### config.mk
export PLATFORM = sky130hd
export DESIGN_NAME = conv_line_buffer
export DESIGN_NICKNAME = d
export VERILOG_FILES = /design/src/rtl/conv_line_buffer.sv
export SDC_FILE = /design/constraint.sdc
export NUM_CORES = 2
export LEC_CHECK = 0
export CORE_ASPECT_RATIO = 0.8
export CORE_MARGIN = 4
export CORE_UTILIZATION = 55
export CTS_BUF_LIST = sky130_fd_sc_hd__clkbuf_8 sky130_fd_sc_hd__clkbuf_16
export DETAILED_ROUTE_END_ITERATION = 10
export PLACE_DENSITY_LB_ADDON = 0.1
export RECOVER_POWER = 25
export SYNTH_ARGS = -nofsm -noshare
export SYNTH_HDL_FRONTEND = slang
export SYNTH_SLANG_ARGS = --single-unit
### constraint.sdc
create_clock -name clk -period 8.75 [get_ports clk]
set_clock_uncertainty 0.1 [all_clocks]
set_input_delay 0.875 -clock clk [delete_from_list [all_inputs] [get_ports clk]]
set_output_delay 0.875 -clock clk [all_outputs]
set_load 0.01 [all_outputs]
### src/rtl/conv_line_buffer.sv
`default_nettype none
// ============================================================================
// conv_line_buffer : raster pixel stream -> five vertically aligned pixels
// Rev 1.0
// ============================================================================
module conv_line_buffer #(
  parameter int DW    = 32,
  parameter int IMG_W = 28,
  parameter int IMG_H = 28
) (
  input  logic          clk,
  input  logic          rst_n,
  input  logic [DW-1:0] d_in,
  input  logic          in_valid,
  output logic [DW-1:0] d_out1,
  output logic [DW-1:0] d_out2,
  output logic [DW-1:0] d_out3,
  output logic [DW-1:0] d_out4,
  output logic [DW-1:0] d_out5,
  output logic          out_valid,
  output logic          out_sol,
  output logic          frame_done
);

  localparam int c_CW = $clog2(IMG_W);
  localparam int c_RW = $clog2(IMG_H);
  localparam logic [c_CW-1:0] c_COL_LAST  = c_CW'(IMG_W - 1);
  localparam logic [c_RW-1:0] c_ROW_LAST  = c_RW'(IMG_H - 1);
  localparam logic [c_RW-1:0] c_ROW_FIRST = c_RW'(4);

  logic [c_CW-1:0] r_col;
  logic [c_RW-1:0] r_row;
  logic [DW-1:0]   r_lb [4][IMG_W];

  logic w_col_last;
  logic w_row_last;
  logic w_row_emits;

  assign w_col_last  = (r_col == c_COL_LAST);
  assign w_row_last  = (r_row == c_ROW_LAST);
  assign w_row_emits = (r_row >= c_ROW_FIRST);

  // Raster position of the pixel being accepted; wraps to (0,0) after the frame end.
  always_ff @(posedge clk or negedge rst_n) begin
    if (!rst_n) begin
      r_col <= '0;
      r_row <= '0;
    end else if (in_valid) begin
      if (w_col_last) begin
        r_col <= '0;
        r_row <= w_row_last ? '0 : r_row + 1'b1;
      end else begin
        r_col <= r_col + 1'b1;
      end
    end
  end

  // Column-wise shift of the four stored rows; contents need no reset because
  // rows 0..3 of every frame refill them before any output is flagged valid.
  always_ff @(posedge clk) begin
    if (in_valid) begin
      for (int k = 0; k < 3; k++) begin
        r_lb[k][r_col] <= r_lb[k+1][r_col];
      end
      r_lb[3][r_col] <= d_in;
    end
  end

  always_ff @(posedge clk or negedge rst_n) begin
    if (!rst_n) begin
      d_out1     <= '0;
      d_out2     <= '0;
      d_out3     <= '0;
      d_out4     <= '0;
      d_out5     <= '0;
      out_valid  <= 1'b0;
      out_sol    <= 1'b0;
      frame_done <= 1'b0;
    end else if (in_valid) begin
      d_out1     <= r_lb[0][r_col];
      d_out2     <= r_lb[1][r_col];
      d_out3     <= r_lb[2][r_col];
      d_out4     <= r_lb[3][r_col];
      d_out5     <= d_in;
      out_valid  <= w_row_emits;
      out_sol    <= w_row_emits && (r_col == '0);
      frame_done <= w_row_last && w_col_last;
    end else begin
      out_valid  <= 1'b0;
      out_sol    <= 1'b0;
      frame_done <= 1'b0;
    end
  end

endmodule
`default_nettype wire

==> metrics <==
# Max-Cap Violations 19; number of cells on the worst hold path 1; Worst-Margin Slew 6810 ps; sequential area share after synthesis 78.9%; final core occ 62.5%; Multi-input gate area 0.0284 mm2; post-route ant nets 0; hold buffers post-CTS 1; leakage 52.9 nW; port bufs 197; cells after synthesis 6640; Slew Viols, Final 772; pin count of the biggest net entering global routing 138; Data required, critical path 9150 ps; synthesis-to-layout area growth 12.9%; PnR worst setup slack 1960 ps; crit path kind reg -> reg; drt first pass iters 6; Die Ht 462 um; fillers 17600; Reg2Reg Depth 6; Synth Net Count 6681; Clk Latency, worst-skew pair 900 ps; DP HPWL 189000 um; DR iter-0 viols 9897; Slew headroom -354%; Hold Crit Endpoint d_out1[11]; setup bufs post-CTS 0; failing checks max-capacitance violations, max-slew violations; GRT Util Overall 29.5%; Async SR Flop Fraction 4.60%; Sink Count 3757; Final Setup Violations 0; Synth Cell Area 0.142 mm2; initial antenna violation count 23; CTS HTree Levels 5; r2r setup slk 1960 ps; Worst path top cell family by delay simple AND/OR/NAND/NOR gates; Total Wirelength 397000 um; syn avg cell area 21.4 um2; Congestion Overflow GR 0; DRC 0; HP Class reg -> reg; Max clock buf depth 4; Worst EP arrival 7190 ps; Final nets 7057; VDD IR-drop max 0.232 mV; filler-free cell count of the finished design 10800; post-CTS sizing 0; Worst Hold Slack 372 ps; CP Buf/Inv Count 3; DP Worst Slack 3630 ps; Yosys reg bits 3757; wire per inst 36.9 um; fmax 147 MHz; clock root buffer clkbuf_16; Initial Utilization 55.4%; clk slew on worst S/H paths 60 ps; setup tns final 0 ps; RD Place Congestion 0.753; first-pass GRT wire length 553000 um; Startpoint Class flop; die width 576 um; RSZ-0062 raised after global routing false; num rows 166; layout cells sized above 1 19.7%; critical path capture point type flop; R2R Path End r_lb[2][236]; # IOs 198; Critical Path, Cell by Cell clkbuf_1 -> inv_1 -> ha_1 -> nand2_1 -> nor2_1 -> buf_4; Synth Warn # 0; CTS tree done; Via density 6.72; crit share post-route 77.6%; worst hold start d_out1[11]; synth unique cells 62; slowest CP cell nor2_1; vias in the first global route 70000; power per cell area 364 mW/mm2; Core Region 0.256 mm2; worst reg2reg path startpoint r_col[0]; Post-Place Cells 10100; max incr delay on CP 2600 ps; endpoints failing hold 0; die area 0.266 mm2; Crit Path Max Fanout 32; Primary FF master, synth edfxtp_1; vias post-DR 72300; Reg area 0.112 mm2; status finished, violations left; Post-synth EDFFs 3584; CTS Buf Count 360; Tmin final 6790 ps
[routing by layer]
metal	global-route usage (%)	vias up	part of all wire, %
met3	4.65	622	9.8
met4	7.13	2	2.5
met2	44.5	4029	46
met1	45.9	39100	42
met5	0	-	0.0043
li1	-	28600	-
[final cells by class]
type	instances	area share, %
clock inverters	260	1.23
inverters	6	0.0187
clock buffers	405	6.05
repair buffers	391	2.42
multi-input cells	2500	17.7
diodes	4	0.00625
well taps	3444	2.69
flip-flops and latches	3757	69.9
[state kept, by name, summed over array words and instances (netlist names)]
register,flops
d_out3,32
out_sol,1
frame_done,1
r_lb,3584
d_out5,32
d_out1,32
r_row,5
d_out4,32
d_out2,32
r_col,5
out_valid,1
[worst max-delay path by stage]
stage / startpoint / to / slack (ps) / cells after the start
2_1_floorplan: in_valid / r_lb[0][160] / 880 / 5
3_3_place_gp: r_col[1] / d_out4[14] / 3730 / 7
3_5_place_dp: r_col[1] / d_out4[14] / 3630 / 7
4_1_cts: r_col[1] / d_out4[14] / 3610 / 7
5_1_grt: rst_n / r_col[2] / 1700 / 3
6_report: r_col[0] / r_lb[2][236] / 1960 / 6
[synth_stat cells, drive strengths merged (6+ instances only)]
cell type,instances,area [um2]
nor2,114,430
nand3,129,646
a21oi,33,165
nand2,81,304
nor4,19,119
o2111ai,8,70.1
nand2b,7,43.8
mux4,535,12000
a211oi,44,330
a2111oi,6,78.8
and2,6,37.5
mux2i,727,7280
o21ai,19,95.1
edfxtp,3584,108000
o21a,8,60.1
a221oi,54,698
a41oi,6,52.6
o221ai,17,149
a31oi,17,106
clkbuf,136,512
mux2,129,1450
nor3,10,55.1
o22ai,259,1620
nor2b,11,68.8
a22o,56,490
ha,6,75.1
buf,241,1390
a22oi,160,1200
dfrtp,173,4330
[cell families (layout without fill, tap and decap cells)]
group | count (synthesis) | after routing | share of synthesized area [%]
other | 0 | 4 | 0
AND/OR/NAND/NOR | 406 | 406 | 1.39
adder cells (fa/ha/maj) | 6 | 6 | 0.0529
AO/OA/AOI/OAI | 696 | 696 | 3.66
buffers and inverters | 383 | 1062 | 1.35
multiplexers | 1391 | 1391 | 14.6
XOR/XNOR | 1 | 1 | 0.00617
flip-flops | 3757 | 3757 | 78.9
[metrics by stage]
stage,instance area [um2],total power [mW]
after floorplan,142000,36.0
after CTS,160000,58.6
after global routing,160000,60.3
final,160000,58.4
after detailed placement,149000,43.4
after global placement,149000,42.9
[layout by cell type, fill, tap and decap left out, drive strengths merged, types with 5 or more instances in the layout]
cell,synthesis,final
nand2b,7,7
and2,6,6
nor4,19,19
dfrtp,173,173
clkinv,1,104
nor2,114,114
a2111oi,6,6
o22ai,259,259
buf,241,179
nor2b,11,11
edfxtp,3584,3584
inv,5,130
ha,6,6
a31oi,17,17
nor3,10,10
a22oi,160,160
clkbuf,136,420
a211oi,44,44
o221ai,17,17
dlygate4sd3,0,196
mux2,129,129
nand3,129,129
a41oi,6,6
a22o,56,56
o21a,8,8
nand4bb,5,5
a221oi,54,54
mux2i,727,727
o21ai,19,19
o2111ai,8,8
nand2,81,81
mux4,535,535
a21oi,33,33
bufinv,0,30
[power breakdown]
group / switching (mW) / internal (mW)
registers: 0.726 / 26.0
logic: 11.5 / 4.73
clock network: 6.57 / 8.81
(Power assumes the default switching activity.)
